--- config.mk ---
export PLATFORM = sky130hd
export DESIGN_NAME = uart_tx_arbiter_flat
export DESIGN_NICKNAME = d
export VERILOG_FILES = /design/src/rtl/uart_arb_pkg.sv /design/src/rtl/uart_tx_arbiter_if.sv /design/src/rtl/rr_arbiter.sv /design/src/rtl/uart_tx_arbiter.sv /design/src/flat_wrapper.sv
export SDC_FILE = /design/constraint.sdc
export NUM_CORES = 1
export LEC_CHECK = 0
export CORE_MARGIN = 4
export CORE_UTILIZATION = 45
export CTS_CLUSTER_SIZE = 24
export DETAILED_ROUTE_END_ITERATION = 8
export GPL_ROUTABILITY_DRIVEN = 0
export PLACE_DENSITY_LB_ADDON = 0.1
export SLEW_MARGIN = 25
export SYNTH_ARGS = -nofsm -noshare
export SYNTH_HDL_FRONTEND = slang
export SYNTH_HIERARCHICAL = 1
export SYNTH_SLANG_ARGS = --single-unit
--- constraint.sdc ---
create_clock -name clk -period 9.7 [get_ports clk]
set_input_delay 1.94 -clock clk [delete_from_list [all_inputs] [get_ports clk]]
set_output_delay 1.94 -clock clk [all_outputs]
set_load 0.01 [all_outputs]
--- src/rtl/uart_arb_pkg.sv ---
`default_nettype none
// ============================================================================
// Module      : uart_arb_pkg
// Description : State encoding and default timing constants for uart_tx_arbiter.
// Revision    : 1.0 - initial release
// ============================================================================
package uart_arb_pkg;

    localparam logic [2:0] c_st_arb       = 3'd0;
    localparam logic [2:0] c_st_start     = 3'd1;
    localparam logic [2:0] c_st_wait_busy = 3'd2;
    localparam logic [2:0] c_st_wait_idle = 3'd3;
    localparam logic [2:0] c_st_gap       = 3'd4;

    typedef enum logic [2:0] {
        ARB       = c_st_arb,
        START     = c_st_start,
        WAIT_BUSY = c_st_wait_busy,
        WAIT_IDLE = c_st_wait_idle,
        GAP       = c_st_gap
    } arb_state_e;

    localparam int c_busy_timeout = 15;
    localparam int c_gap_cycles   = 16;

    // One shared counter serves both the busy timeout and the post-packet gap.
    function automatic int cnt_width(input int a, input int b);
        int m;
        m = (a > b) ? a : b;
        return $clog2(m + 1);
    endfunction

endpackage
`default_nettype wire

--- src/rtl/uart_tx_arbiter_if.sv ---
`default_nettype none
// ============================================================================
// Module      : uart_tx_arbiter_if
// Description : Requester bundle plus UART transmit-side signals of the arbiter.
// Revision    : 1.0 - initial release
// ============================================================================
interface uart_tx_arbiter_if #(
    parameter int NUM_REQ    = 4,
    parameter int BAUD_WIDTH = 20
);
    logic [NUM_REQ-1:0]            req_valid;
    logic [8*NUM_REQ-1:0]          req_data;
    logic [NUM_REQ-1:0]            req_last;
    logic [BAUD_WIDTH*NUM_REQ-1:0] req_baud;
    logic [NUM_REQ-1:0]            req_ready;
    logic [NUM_REQ-1:0]            grant;
    logic                          tx_start;
    logic [7:0]                    tx_data;
    logic [BAUD_WIDTH-1:0]         baud_var;
    logic                          tx_idle;
    logic                          busy;
    logic                          err_timeout;

    modport master (
        input  req_valid, req_data, req_last, req_baud, tx_idle,
        output req_ready, grant, tx_start, tx_data, baud_var, busy, err_timeout
    );

    modport slave (
        output req_valid, req_data, req_last, req_baud, tx_idle,
        input  req_ready, grant, tx_start, tx_data, baud_var, busy, err_timeout
    );
endinterface
`default_nettype wire

--- src/rtl/rr_arbiter.sv ---
`default_nettype none
// ============================================================================
// Module      : rr_arbiter
// Description : Combinational select of the first set request at or after a pointer.
// Revision    : 1.0 - initial release
// ============================================================================
module rr_arbiter #(
    parameter int NUM_REQ = 4,
    parameter int IDX_W   = $clog2(NUM_REQ)
) (
    input  wire logic [NUM_REQ-1:0] i_req,
    input  wire logic [IDX_W-1:0]   i_ptr,
    output logic                    o_any,
    output logic [NUM_REQ-1:0]      o_onehot,
    output logic [IDX_W-1:0]        o_idx
);
    localparam int SW = IDX_W + 1;

    logic [SW-1:0]    w_sum;
    logic [IDX_W-1:0] w_j;

    // Scan farthest offset first so the nearest hit overwrites earlier ones.
    always_comb begin
        o_any    = 1'b0;
        o_onehot = '0;
        o_idx    = '0;
        w_sum    = '0;
        w_j      = '0;
        for (int i = NUM_REQ - 1; i >= 0; i--) begin
            w_sum = {1'b0, i_ptr} + SW'(i);
            if (w_sum >= SW'(NUM_REQ)) begin
                w_sum = w_sum - SW'(NUM_REQ);
            end
            w_j = w_sum[IDX_W-1:0];
            if (i_req[w_j]) begin
                o_any         = 1'b1;
                o_onehot      = '0;
                o_onehot[w_j] = 1'b1;
                o_idx         = w_j;
            end
        end
    end
endmodule
`default_nettype wire

--- src/rtl/uart_tx_arbiter.sv ---
`default_nettype none
// ============================================================================
// Module      : uart_tx_arbiter
// Description : Packet-locked round-robin sharing of one UART transmitter.
// Revision    : 1.0 - initial release
// ============================================================================
module uart_tx_arbiter
    import uart_arb_pkg::*;
#(
    parameter int NUM_REQ      = 4,
    parameter int BAUD_WIDTH   = 20,
    parameter int GAP_CYCLES   = c_gap_cycles,
    parameter int BUSY_TIMEOUT = c_busy_timeout
) (
    input  wire logic          clk,
    input  wire logic          rst,
    uart_tx_arbiter_if.master  bus
);
    localparam int IDX_W = $clog2(NUM_REQ);
    localparam int CNT_W = cnt_width(GAP_CYCLES, BUSY_TIMEOUT);

    arb_state_e             state_q, state_d;
    logic [NUM_REQ-1:0]     grant_q, grant_d;
    logic [IDX_W-1:0]       idx_q, idx_d;
    logic [IDX_W-1:0]       ptr_q, ptr_d;
    logic [BAUD_WIDTH-1:0]  baud_q, baud_d;
    logic [7:0]             data_q, data_d;
    logic                   tx_start_q, tx_start_d;
    logic [NUM_REQ-1:0]     ready_q, ready_d;
    logic                   last_q, last_d;
    logic [CNT_W-1:0]       cnt_q, cnt_d;
    logic                   err_q, err_d;

    logic [7:0]             w_data [NUM_REQ];
    logic [BAUD_WIDTH-1:0]  w_baud [NUM_REQ];
    logic                   w_any;
    logic [NUM_REQ-1:0]     w_onehot;
    logic [IDX_W-1:0]       w_idx;
    logic [IDX_W-1:0]       w_ptr_next;

    for (genvar gi = 0; gi < NUM_REQ; gi++) begin : g_unpack
        assign w_data[gi] = bus.req_data[8*gi +: 8];
        assign w_baud[gi] = bus.req_baud[BAUD_WIDTH*gi +: BAUD_WIDTH];
    end

    rr_arbiter #(.NUM_REQ(NUM_REQ), .IDX_W(IDX_W)) u_rr (
        .i_req    (bus.req_valid),
        .i_ptr    (ptr_q),
        .o_any    (w_any),
        .o_onehot (w_onehot),
        .o_idx    (w_idx)
    );

    assign w_ptr_next = (idx_q == IDX_W'(NUM_REQ - 1)) ? '0 : idx_q + IDX_W'(1);

    always_comb begin
        state_d    = state_q;
        grant_d    = grant_q;
        idx_d      = idx_q;
        ptr_d      = ptr_q;
        baud_d     = baud_q;
        data_d     = data_q;
        last_d     = last_q;
        cnt_d      = cnt_q;
        tx_start_d = 1'b0;
        ready_d    = '0;
        err_d      = 1'b0;
        case (state_q)
            ARB: begin
                grant_d = '0;
                if (w_any && bus.tx_idle) begin
                    baud_d  = w_baud[w_idx];
                    grant_d = w_onehot;
                    idx_d   = w_idx;
                    state_d = START;
                end
            end
            START: begin
                // A stalled owner keeps the lock; nobody else is looked at here.
                if (bus.req_valid[idx_q]) begin
                    data_d     = w_data[idx_q];
                    tx_start_d = 1'b1;
                    ready_d    = grant_q;
                    last_d     = bus.req_last[idx_q];
                    cnt_d      = '0;
                    state_d    = WAIT_BUSY;
                end
            end
            WAIT_BUSY: begin
                if (!bus.tx_idle) begin
                    state_d = WAIT_IDLE;
                end else begin
                    cnt_d = cnt_q + CNT_W'(1);
                    if (cnt_d == CNT_W'(BUSY_TIMEOUT)) begin
                        err_d   = 1'b1;
                        grant_d = '0;
                        ptr_d   = w_ptr_next;
                        cnt_d   = '0;
                        state_d = GAP;
                    end
                end
            end
            WAIT_IDLE: begin
                if (bus.tx_idle) begin
                    if (last_q) begin
                        grant_d = '0;
                        cnt_d   = '0;
                        state_d = GAP;
                    end else begin
                        state_d = START;
                    end
                end
            end
            GAP: begin
                if (cnt_q == CNT_W'(GAP_CYCLES - 1)) begin
                    ptr_d   = w_ptr_next;
                    cnt_d   = '0;
                    state_d = ARB;
                end else begin
                    cnt_d = cnt_q + CNT_W'(1);
                end
            end
            default: begin
                state_d = ARB;
            end
        endcase
    end

    always_ff @(posedge clk or posedge rst) begin
        if (rst) begin
            state_q    <= ARB;
            grant_q    <= '0;
            idx_q      <= '0;
            ptr_q      <= '0;
            baud_q     <= '0;
            data_q     <= '0;
            tx_start_q <= 1'b0;
            ready_q    <= '0;
            last_q     <= 1'b0;
            cnt_q      <= '0;
            err_q      <= 1'b0;
        end else begin
            state_q    <= state_d;
            grant_q    <= grant_d;
            idx_q      <= idx_d;
            ptr_q      <= ptr_d;
            baud_q     <= baud_d;
            data_q     <= data_d;
            tx_start_q <= tx_start_d;
            ready_q    <= ready_d;
            last_q     <= last_d;
            cnt_q      <= cnt_d;
            err_q      <= err_d;
        end
    end

    assign bus.req_ready   = ready_q;
    assign bus.grant       = grant_q;
    assign bus.tx_start    = tx_start_q;
    assign bus.tx_data     = data_q;
    assign bus.baud_var    = baud_q;
    assign bus.busy        = (state_q != ARB);
    assign bus.err_timeout = err_q;
endmodule
`default_nettype wire

--- src/flat_wrapper.sv ---
// flat-port wrapper written by rule: the top's interface ports become plain ports
module uart_tx_arbiter_flat import uart_arb_pkg::*;
#(
    parameter int NUM_REQ      = 4,
    parameter int BAUD_WIDTH   = 20,
    parameter int GAP_CYCLES   = c_gap_cycles,
    parameter int BUSY_TIMEOUT = c_busy_timeout
)
  (clk, rst, bus_req_valid, bus_req_data, bus_req_last, bus_req_baud, bus_tx_idle, bus_req_ready, bus_grant, bus_tx_start, bus_tx_data, bus_baud_var, bus_busy, bus_err_timeout);
  uart_tx_arbiter_if #(.NUM_REQ(NUM_REQ), .BAUD_WIDTH(BAUD_WIDTH)) bus_i ();
  input  wire logic clk;
  input  wire logic rst;
  input wire logic [$bits(bus_i.req_valid)-1:0] bus_req_valid;
  input wire logic [$bits(bus_i.req_data)-1:0] bus_req_data;
  input wire logic [$bits(bus_i.req_last)-1:0] bus_req_last;
  input wire logic [$bits(bus_i.req_baud)-1:0] bus_req_baud;
  input wire logic [$bits(bus_i.tx_idle)-1:0] bus_tx_idle;
  output wire logic [$bits(bus_i.req_ready)-1:0] bus_req_ready;
  output wire logic [$bits(bus_i.grant)-1:0] bus_grant;
  output wire logic [$bits(bus_i.tx_start)-1:0] bus_tx_start;
  output wire logic [$bits(bus_i.tx_data)-1:0] bus_tx_data;
  output wire logic [$bits(bus_i.baud_var)-1:0] bus_baud_var;
  output wire logic [$bits(bus_i.busy)-1:0] bus_busy;
  output wire logic [$bits(bus_i.err_timeout)-1:0] bus_err_timeout;
  assign bus_i.req_valid = bus_req_valid;
  assign bus_i.req_data = bus_req_data;
  assign bus_i.req_last = bus_req_last;
  assign bus_i.req_baud = bus_req_baud;
  assign bus_i.tx_idle = bus_tx_idle;
  assign bus_req_ready = bus_i.req_ready;
  assign bus_grant = bus_i.grant;
  assign bus_tx_start = bus_i.tx_start;
  assign bus_tx_data = bus_i.tx_data;
  assign bus_baud_var = bus_i.baud_var;
  assign bus_busy = bus_i.busy;
  assign bus_err_timeout = bus_i.err_timeout;
  uart_tx_arbiter #(.NUM_REQ(NUM_REQ), .BAUD_WIDTH(BAUD_WIDTH), .GAP_CYCLES(GAP_CYCLES), .BUSY_TIMEOUT(BUSY_TIMEOUT)) u_core (.clk(clk), .rst(rst), .bus(bus_i));
endmodule
; Word-level counts from Yosys, hierarchy flattened
; Cells that the tools add are included.
[op_classes]
n_addsub = 9
n_lt_le_gt_ge = 15
eq_ne = 15
n_mux = 75
n_bitwise = 2
n_reduce_logical = 16
[op_table]
columns = cell, count
row1 = 4-bit 2-to-1 mux, 11
row2 = 20-bit binary-select mux with 2-bit select, 1
row3 = 20-bit 2-to-1 mux, 2
row4 = 5-bit 2-to-1 mux, 6
row5 = 2-bit 2-to-1 mux, 12
row6 = 3-bit 2-to-1 mux, 7
row7 = 5-bit one-hot mux with 4 select lines, 1
row8 = 1-bit 2-to-1 mux, 19
row9 = 8-bit binary-select mux with 2-bit select, 1
row10 = 8-bit 2-to-1 mux, 2
row11 = 3-bit >= comparator (second input constant), 5
row12 = 2-bit by 3-bit < comparator with 1-bit output (second input constant), 5
row13 = 3-bit one-hot mux with 5 select lines, 1
row14 = 5-bit AND reduction, 3
row15 = 1-bit binary-select mux with 2-bit select, 6
row16 = 4-bit one-hot mux with 3 select lines, 1
row17 = 5-bit by 4-bit equality test with 1-bit output (second input constant), 2
row18 = 2-bit by 1-bit != test with 1-bit output (second input constant), 5
row19 = 1-bit demux with 2-bit select, 4
row20 = 2-bit by 1-bit >= comparator with 1-bit output (second input constant), 4
row21 = 2-bit by 1-bit subtractor with 2-bit output (second input constant), 4
row22 = 2-bit by 2-bit adder with 3-bit output (second input constant), 2
row23 = 3-bit by 2-bit equality test with 1-bit output (second input constant), 2
row24 = 2-bit inverter with 3-bit output, 2
row25 = other kinds (17), 24
[totals]
regBits = 51
inputBits = 123
out_inout_bits = 39
word_cells = 143

; Longest topological paths before layout
[depth]
word_depth = 13
depth_mapped = 10
ltp_nobuf = 8

; Cells and area by module
; Netlist, hierarchy kept.
[by_module_without_submodules]
columns = mod, n_inst, cells_per_inst, area_per_inst_um2, seq_area_each_um2
row1 = uart_tx_arbiter, 1, 195, 2842.7, 1276.2
row2 = rr_arbiter, 1, 85, 683.2, 0.0

; Worst setup path after synthesis
; Ideal clock, no wire load.
[synth_path]
kind = in2reg
start = input bus_req_valid[0]
end = register u_core.baud_q[0] (netlist: u_core/bus.baud_var[0])
setup_time_ps = 125
arrival_ps = 4185
required_time_ps = 9575
setup_slack_ps = 5390
cell_stages = 8
path_buffers = 2
path_cell_list = buf_6 -> mux2_4 -> a21oi_1 -> o32ai_1 -> a211oi_2 -> buf_1 -> mux4_2 -> mux2_2
[synth_between]
elab_chain_len = 10
elab_cells_between_ends = 22
cone_classes = mux (19) / bitwise (1) / reduce/logical (2)
[synth_lines]
columns = element, line_no
row1 = start: declaration, flat_wrapper.sv:13  ; input wire logic [$bits(bus_i.req_valid)-1:0] bus_req_valid;
row2 = 1-bit binary-select mux with 2-bit select, rr_arbiter.sv:35  ; if (i_req[w_j]) begin
row3 = 1-bit 2-to-1 mux (not written as such), rr_arbiter.sv:35
row4 = 2-bit 2-to-1 mux (3 in series), rr_arbiter.sv:35
row5 = 2-bit 2-to-1 mux *, rr_arbiter.sv:35
row6 = named net u_core.w_idx[0], uart_tx_arbiter.sv:38  ; logic [IDX_W-1:0] w_idx;
row7 = 2-bit inverter with 3-bit output (not written as such) *, uart_tx_arbiter.sv:72  ; baud_d = w_baud[w_idx];
row8 = 20-bit binary-select mux with 2-bit select *, uart_tx_arbiter.sv:72
row9 = 20-bit 2-to-1 mux (not written as such) * (2 in series), uart_tx_arbiter.sv:72
row10 = end signal: assignment, uart_tx_arbiter.sv:147  ; baud_q <= baud_d;
row11 = end: declaration, uart_tx_arbiter.sv:26  ; logic [BAUD_WIDTH-1:0] baud_q, baud_d;
; Mark *: on every way through the listed nets, which the timed path passes. The rest lies on a longest branch. The select of a mux whose other input is x is not followed.
; A chain may end at the register's enable or synchronous reset.

; Worst setup path after layout
[layout_path]
start = input bus_req_valid[0]
end = register u_core.baud_q[19] (netlist: u_core/bus.baud_var[19])
; Same word-level chain as after synthesis.

==> results.toml <==
[floorplan]
die_h_um = 96.5
die_w_um = 96.5
start_util = 0.459
die_area_um2 = 9320
num_rows = 32
core_um2 = 7690
io_pins = 162

[synth]
yosys.area.top_type_share = 0.362
async_reset_ff_frac = 1.00
synth-seq-cells = 51
synth_cells = 280
yosys_warnings = 6
synth_cell_type_count = 48
ys_top_cells_by_area = "dfrtp_1 36%, mux4_2 20%, mux2_2 12%, ha_1 4.6%, nor2_1 2.1%"
synth-edff-count = 0
syn_area_per_cell_um2 = 12.6
synth_area_um2 = 3530
synth-seq-area-share = 0.362
synth_top_flop_cell = "dfrtp_1"
synth_top_area_cell = "dfrtp_1"
syn_nets = 416

[grt]
grt_max_degree = 52
grt_pass1_vias = 3236
grt_pass1_wl_um = 15700
antenna_found_initial = 0
grt_usage = 0.221
gr-total-overflow = 0

[drt]
postRouteAntennaNets = 0
viasPerCell = 5.58
totalWireLength_um = 10200
drc_errors = 0
dr.pass1.iters = 4
vias = 2993
wl_per_cell_um = 18.9
first_iter_violations = 121

[setup_path]
critPathKind = "in2reg"
r2r_slack_ns = 5.78
crit_start = "bus_req_valid[0]"
crit_fanout = 21
cp-end-kind = "flip-flop"
worstReg2RegStart = "u_core/ptr_q[0]"
r2r_end = "u_core/bus.baud_var[19]"
r2r_cells = 9
arrival_ns = 4.80
required_ns = 9.89
start_kind = "input pin"

[final_layout]
final_nets = 570
multi_input_area_um2 = 2110
antenna_cells = 0
area_growth_pct = 50.5
nFillCells = 592
fin_area_um2 = 5310
regArea_um2 = 1280
layoutNonFillerInstCount = 536
drive_gt1_frac = 0.230

[clocking]
post_cts_resized = 0
clock-root-buffer = "clkbuf_8"
htree_levels = 2
cts_buffers = 5
cts_tree = "built"
cts_hold_buf = 0
clk_pin_slew_ns = 0.09
clockBufferDepth = 2
post_cts_buffers = 0
clock-sinks = 51
clk_latency_ns = 0.30

[timing]
tns_ns = 0
skew_ns = 0.0103
relSlewSlack = 0.471
hold_viol = 0
setup_violations = 0
hold_slack_ns = 0.513
max_freq_ghz = 0.217
period_share = 0.476
drv_slew = 0
min_period_ns = 4.61
worst_pin_slew_ns = 0.794
rsz0062_at_grt = "no"

[pwr]
leakage_nw = 2.06
power_mw = 1.09
ir_worst_vdd_mv = 0.0888
power_density_nw_per_um2 = 206

[run_status]
status = "finished clean"

[placed_design]
io_buffers = 161
dp_hpwl_um = 8040
dpl_cell_area_um2 = 5210
dp.cells = 528

[run]
cap_violations = 0

[worst_hold_path]
hold_path_startpoint = "u_core/bus.tx_data[5]"
min_path_type = "reg2reg"
min_delay_path_depth = 1
min_to = "u_core/bus.tx_data[5]"
critical path, stage by stage:
cell and delay [ns]:
clkdlybuf4s50_1 0.65, mux2_2 0.38, o221ai_1 0.16, o21ai_0 0.18
a211oi_4 0.24, buf_4 0.39, mux4_2 0.58, mux2_2 0.28
cell families (layout without fill, tap and decap cells):
| logic type | Yosys count | after routing | share of synthesized area |
|---|---|---|---|
| compound gates | 44 | 44 | 0.102 |
| buf+inv | 31 | 185 | 0.0461 |
| flops | 51 | 51 | 0.362 |
| fa+ha+maj | 13 | 13 | 0.0461 |
| xor+xnor | 2 | 2 | 0.00497 |
| mux | 75 | 75 | 0.345 |
| simple gates | 64 | 64 | 0.0944 |
layout by cell type, fill, tap and decap left out, types with 6 or more instances in the layout:
cell	n
clkdlybuf4s50_1	161
dfrtp_1	51
mux2_2	37
mux4_2	31
nor2_1	20
ha_1	13
nand2_1	12
inv_1	12
nand3_1	7
a21oi_1	7
clkbuf_8	6
nand2b_1	6
per-layer routing:
| layer | GRT usage | share of wire | up-vias |
|---|---|---|---|
| met5 | 0 | 0 | - |
| met4 | 0.0456 | 0.013 | 0 |
| met3 | 0.0658 | 0.087 | 9 |
| met2 | 0.382 | 0.52 | 114 |
| met1 | 0.274 | 0.38 | 1502 |
| li1 | - | - | 1368 |
registers in the layout (all words and copies together) (netlist names):
register and flops:
u_core/last_q 1, u_core/bus.baud_var 20, u_core/bus.grant 4, u_core/bus.tx_data 8, u_core/bus.err_timeout 1, u_core/ptr_q 2
u_core/bus.tx_start 1, u_core/bus.req_ready 4, u_core/idx_q 2, u_core/state_q 3, u_core/cnt_q 5
where the power goes:
part / switching [mW] / internal (mW) / total, mW / leakage [nW]
registers: 0.0870 / 0.301 / 0.388 / 0.638
clock network: 0.0669 / 0.0561 / 0.123 / 0.0470
logic: 0.227 / 0.356 / 0.583 / 1.37
how the worst max path moves through the flow:
stage	endpoint	slack, ns	cells after the start
floorplan	u_core/bus.baud_var[0]	5.39	8
global placement	u_core/bus.baud_var[6]	4.84	8
detailed placement	u_core/bus.baud_var[19]	4.77	8
CTS	u_core/bus.baud_var[19]	5.10	8
global route	u_core/bus.baud_var[19]	4.91	8
finish	u_core/bus.baud_var[19]	5.09	8
metrics by stage:
stage	setup slack [ns]	util
3_5_place_dp	4.77	0.678
5_1_grt	4.91	0.690
6_report	5.09	0.690
2_1_floorplan	5.39	-
4_1_cts	5.10	0.689
3_3_place_gp	4.84	0.675
cells in the mapped netlist, types with 2 or more instances:
cell type and instances:
mux2i_1 2, buf_1 2, nor3_1 2, and2_1 5, xor2_1 2, o2bb2ai_1 2
nand3_1 7, buf_4 3, a22o_1 4, mux4_2 31, mux2_2 37, a41oi_2 4
nor2_2 4, ha_1 13, a21oi_1 7, buf_2 4, inv_1 13, nor2_1 20
mux2_4 2, a221o_1 2, o211ai_1 4, clkbuf_1 5, o221ai_1 2, nand2_1 12
a31oi_1 5, buf_6 4, dfrtp_1 51, mux2i_2 2, o21ai_0 5, nand2b_1 6
area by class of cell:
class                   count  area share
well taps                 102      0.0240
repair buffers            165       0.311
inverters                  13     0.00967
clock inverters             1    0.000943
multi-input cells         198       0.398
clock buffers               6      0.0156
flip-flops and latches     51       0.240
Power figures use the tool's default switching activity.
==> RTL change 1 (same flow settings) <==
`data_q` no longer has a reset.
--- a/src/rtl/uart_tx_arbiter.sv
+++ b/src/rtl/uart_tx_arbiter.sv
@@ -133,7 +133,6 @@
             idx_q      <= '0;
             ptr_q      <= '0;
             baud_q     <= '0;
-            data_q     <= '0;
             tx_start_q <= 1'b0;
             ready_q    <= '0;
             last_q     <= 1'b0;
@@ -145,13 +144,16 @@
             idx_q      <= idx_d;
             ptr_q      <= ptr_d;
             baud_q     <= baud_d;
-            data_q     <= data_d;
             tx_start_q <= tx_start_d;
             ready_q    <= ready_d;
             last_q     <= last_d;
             cnt_q      <= cnt_d;
             err_q      <= err_d;
         end
+    end
+
+    always_ff @(posedge clk) begin
+        data_q <= data_d;
     end
 
     assign bus.req_ready   = ready_q;
Check against the original RTL: differs if rst is asserted again (counterexample within 4 cycles, from zero or initial values and one cycle with rst high); with rst held inactive, the same outputs for 4 cycles.
==> RTL change 1 against the original RTL <==
  * Setup slack lost 0.013 ns
  * Sequential cell count did not move
  * Routed wire length grew 9.5%
  * Count of clock-buffer cells in the layout fell by 1
  * Design area up 1.8%
  * Largest power group unchanged
  * Total power decreased by 6.1%
  * Sequential share of layout area rose by 0.31 points
  * Non-clock buffer count is 1 higher
  * Area after synthesis up 2.5%
==> RTL change 1: results (changes against the original RTL) <==
result of the run=finished, final reports clean (unchanged); final sequential cell count=51 (unchanged); Sequential cell area=1316 sq um (was 1276 sq um); adder-cell share of the synthesized area=4.501% (was 4.613%); number of signal-net buffers in the layout=166 (was 165); clock network latency to the later pin of the worst-skew pair=0.30 ns (about the same); share of synthesized flip-flops with an asynchronous set or reset=84.31% (was 100.0%); Slowest-stage cell, CP=clkdlybuf4s50_1 (unchanged); number of enable-type register cells in the synthesized netlist=8 (was 0); Worst Min Path Start=u_core/bus.baud_var[9] (was u_core/bus.tx_data[5]); post-detailed-route via-to-cell ratio=5.602 (was 5.584); met2 wire length=5.801 mm (was 5.313 mm); worst-margin pin slew=0.8147 ns (was 0.7939 ns); Met1 Routed Length=4.555 mm (was 3.828 mm); maximum number of pins on one net before global-route repair=44 (was 52); multi-input combinational gate total=209 (was 198); vias post-DR=3109 (was 2993); area occupied by multi-input gates=2138 sq um (was 2112 sq um); final-stage net count=588 (was 570); via count of the first global-routing pass=3159 (was 3236); met3 Resource Use GR=4.235% (was 6.584%); fraction of synthesized area in multiplexers=31.65% (was 34.46%); Chip Width=97.61 um (was 96.52 um); Max clock buf depth=2 (unchanged); ranking of synthesized cells by area=dfrtp_1 (30%), mux4_2 (19%), mux2_2 (8.7%), edfxtp_1 (6.6%), ha_1 (4.5%) (was dfrtp_1 (36%), mux4_2 (20%), mux2_2 (12%), ha_1 (4.6%), nor2_1 (2.1%)); worst hold path endpoint=u_core/bus.baud_var[9] (was u_core/bus.tx_data[5]); Inverters, non-clock=19 (was 13); most used standard cells in the synthesized netlist=dfrtp_1 (43), mux4_2 (31), mux2_2 (28) (was dfrtp_1 (51), mux2_2 (37), mux4_2 (31)); wire length of the first global-routing pass=17.55 mm (was 15.73 mm); final worst clock skew=0.008975 ns (was 0.01027 ns); area after detailed placement=5310 sq um (was 5209 sq um); met1 Usage GRT=29.66% (was 27.43%); XOR/XNOR Fraction of Synth Area=0% (was 0.4968%); Worst VDD drop=0.00008537 V (was 0.00008876 V); number of unique standard cell types used by synthesis=52 (was 48); all-layer global routing usage=23.28% (was 22.07%); Hold Path Class=flop to flop (unchanged); Mapped Nets=433 (was 416); fraction of the mapped netlist area in compound gates=12.08% (was 10.18%); final WL=11.12 mm (was 10.15 mm); sequential-to-total area share from yosys stat=36.43% (was 36.20%); CP delay by family, top=multiplexers (unchanged); clk cell area share=1.737% (was 1.650%); 1st-pass router iterations=4 (unchanged); Data buffer area share=30.66% (was 31.14%); FF-to-FF End=u_core/bus.baud_var[7] (was u_core/bus.baud_var[19]); peak per-stage delay on the critical path=0.67 ns (was 0.65 ns); share of layout cells above drive strength 1=20.75% (was 23.04%); number of clock buffers in the layout=5 (was 6); WP data arrival=4.82 ns (was 4.80 ns); number of placed instances, taps included=547 (was 528); count of fill cells added during filler insertion=607 (was 592); HPWL Detailed=8.925 mm (was 8.040 mm); fraction of area in registers=24.36% (was 24.05%); fraction of met2 tracks used by global routing=41.22% (was 38.16%); initial DRC count=154 (was 121); Synth Instances=297 (was 280); cell leakage power=2.046 nW (was 2.058 nW); routed wl met3=654 um (was 879 um)
## RTL change 1: cell types whose count changed in the layout (fill, tap and decap cells not counted), sizes merged, moves of 3 or more
| cell | unedited run | this run |
|---|---|---|
| nand2 | 13 | 25 |
| mux2 | 39 | 30 |
| dfrtp | 51 | 43 |
| edfxtp | 0 | 8 |
| inv | 13 | 19 |
| a21oi | 7 | 11 |
| a22o | 4 | 0 |
| and3 | 0 | 3 |
| mux2i | 5 | 8 |
| nor2 | 24 | 21 |
## RTL change 1: worst max-delay path by stage
| stage | from | slack [ns] | to | cells after the start |
|---|---|---|---|---|
| 4_1_cts | bus_req_valid[0] | 5.04 | u_core/bus.baud_var[7] | 8 |
| 5_1_grt | bus_req_valid[0] | 4.92 | u_core/bus.baud_var[19] | 8 |
| 6_report | bus_req_valid[0] | 5.07 | u_core/bus.baud_var[7] | 8 |
| 3_3_place_gp | bus_req_valid[0] | 4.86 | u_core/bus.baud_var[15] | 8 |
| 2_1_floorplan | bus_req_valid[0] | 5.39 | u_core/bus.baud_var[0] | 8 |
| 3_5_place_dp | bus_req_valid[0] | 4.72 | u_core/bus.baud_var[7] | 8 |
## RTL change 1: stage by stage
stage / hold WS [ns] / power (mW) / setup WS (ns)
finish: 0.5141 / 1.027 / 5.073
CTS: 0.5147 / 1.037 / 5.040
floorplan: 0.4772 / 0.6619 / 5.390
global route: 0.5220 / 1.091 / 4.920
detailed placement: 0.4927 / 0.9068 / 4.716
global placement: 0.4865 / 0.8932 / 4.861
## RTL change 1: power by group
group	switching [mW]	internal [mW]	leakage (nW)
clock network	0.0757	0.0527	0.0452
registers	0.0805	0.303	0.619
logic	0.207	0.309	1.38
total	0.363	0.665	2.05
==> RTL change 2 (config.mk and constraints unchanged) <==
Made on the original files. The package constant `c_busy_timeout` goes from 15 to 30.
--- a/src/rtl/uart_arb_pkg.sv
+++ b/src/rtl/uart_arb_pkg.sv
@@ -20,7 +20,7 @@
         GAP       = c_st_gap
     } arb_state_e;
 
-    localparam int c_busy_timeout = 15;
+    localparam int c_busy_timeout = 30;
     localparam int c_gap_cycles   = 16;
 
     // One shared counter serves both the busy timeout and the post-packet gap.
Formal check against the unedited RTL: same outputs for any inputs over 4 cycles, from zero or initial values and one cycle with rst high; that may be too few to reach the edited logic, so the function may still have changed.
==> RTL change 2 against the original RTL <==
  * Sequential cell count is the same
  * Design area increased by 3.2%
  * Global-route usage shrank 1.4 points
  * Setup slack worse by 0.016 ns
  * Core utilization increased by 0.39 points
  * Fmax is 0.36% lower
  * Area after synthesis rose by 5.7%
  * Routed wire length is 0.43% lower
  * Total power down 5.9%
  * Critical path type unchanged
==> RTL change 2: results (changes against the original RTL) <==
result of the run=finished, final reports clean (unchanged); share of synthesized flip-flops with an asynchronous set or reset=100.0% (unchanged); # H-tree levels=2 (unchanged); share of layout cells above drive strength 1=20.13% (was 23.04%); termination of the worst setup path=u_core/bus.baud_var[12] (was u_core/bus.baud_var[19]); Crit Reg-Reg Startpoint=u_core/ptr_q[0] (unchanged); mean instance size in the synthesized netlist=12.59 sq um (about the same); ranking of synthesized cells by area=dfrtp_1 (34%), mux4_2 (19%), mux2_1 (4.8%), mux2_2 (4.8%), ha_1 (4.4%) (was dfrtp_1 (36%), mux4_2 (20%), mux2_2 (12%), ha_1 (4.6%), nor2_1 (2.1%)); Mapped Nets=432 (was 416); Worst VDD drop=0.00009603 V (was 0.00008876 V); vias post-DR=3028 (was 2993); number of placed instances, taps included=541 (was 528); final WL=10.11 mm (was 10.15 mm); Crit. Startpoint=bus_req_valid[0] (unchanged); reg-to-reg slack, setup=5.78 ns (about the same); WP data arrival=4.82 ns (was 4.80 ns); wire length of the first global-routing pass=16.07 mm (was 15.73 mm); worst hold path depth=1 (unchanged); cell leakage power=2.156 nW (was 2.058 nW); most used standard cells in the synthesized netlist=dfrtp_1 (51), mux4_2 (31) (was dfrtp_1 (51), mux2_2 (37), mux4_2 (31)); initial DRC count=57 (was 121); all-layer global routing usage=20.64% (was 22.07%); worst hold path endpoint=u_core/bus.baud_var[1] (was u_core/bus.tx_data[5]); mean routed wirelength per cell=18.42 um (was 18.94 um); final worst clock skew=0.01298 ns (was 0.01027 ns); via count of the first global-routing pass=3254 (was 3236); Setup Buffers After CTS=0 (unchanged); tightest hold margin=0.4967 ns (was 0.5135 ns); HPWL Detailed=8.101 mm (was 8.040 mm); count of cells along the worst register-to-register path=9 (unchanged); final-stage net count=582 (was 570); Max-Slew Margin vs Limit=47.89% (was 47.07%); number of unique standard cell types used by synthesis=59 (was 48); Worst Min Path Start=u_core/bus.baud_var[1] (was u_core/bus.tx_data[5]); sequential-to-total area share from yosys stat=34.24% (was 36.20%)
-- RTL change 2: cell types whose count changed after synthesis, moves of 3 or more --
cell / before / now
nor2_1: 20 / 16
mux2_1: 0 / 16
buf_6: 4 / 7
inv_1: 13 / 16
mux2_4: 2 / 7
mux2_2: 37 / 16
nand2b_1: 6 / 3
-- RTL change 2: report_power, final --
group	total (mW)	internal, mW	switching, mW
clock	0.132	0.0584	0.0731
combinational	0.518	0.323	0.195
sequential	0.380	0.296	0.0848
total	1.03	0.677	0.353
-- RTL change 2: metrics by stage --
stage | util, % | worst slack, ns | instance area [sq um]
global route | 69.43 | 4.889 | 5477
finish | 69.43 | 5.069 | 5477
global placement | 67.99 | 4.811 | 5363
CTS | 69.43 | 5.050 | 5477
detailed placement | 68.18 | 4.723 | 5378
floorplan | - | 5.589 | 3727
-- RTL change 2: cell type report --
type,count,area [sq um]
sequential,51,1276
inverter,16,60.06
clock buffer,6,82.58
multi-input combinational,208,2272
clock inverter,2,16.27
tap,102,127.6
timing repair buffer,164,1642
fill,568,2411
-- RTL change 2: cells by family after synthesis --
logic type	Yosys count	share of synthesized area [%]
xor+xnor	1	0.2350
simple gates	64	10.07
buf+inv	37	5.472
flops	51	34.24
mux	75	33.10
compound gates	55	12.52
fa+ha+maj	13	4.364
-- RTL change 2: worst max-delay path: stages --
cell and delay [ns]:
clkdlybuf4s50_1 0.66, mux2_2 0.39, o221ai_1 0.15, o21ai_0 0.18
a211oi_4 0.24, buf_4 0.39, mux4_2 0.55, mux2_1 0.30
-- RTL change 2: per-layer routing --
layer,part of all wire (%),track usage [%],vias up
met2,53,37.50,119
met4,1.4,5.147,0
met1,37,22.85,1472
li1,-,-,1425
met5,0,0,-
met3,8.7,7.360,12
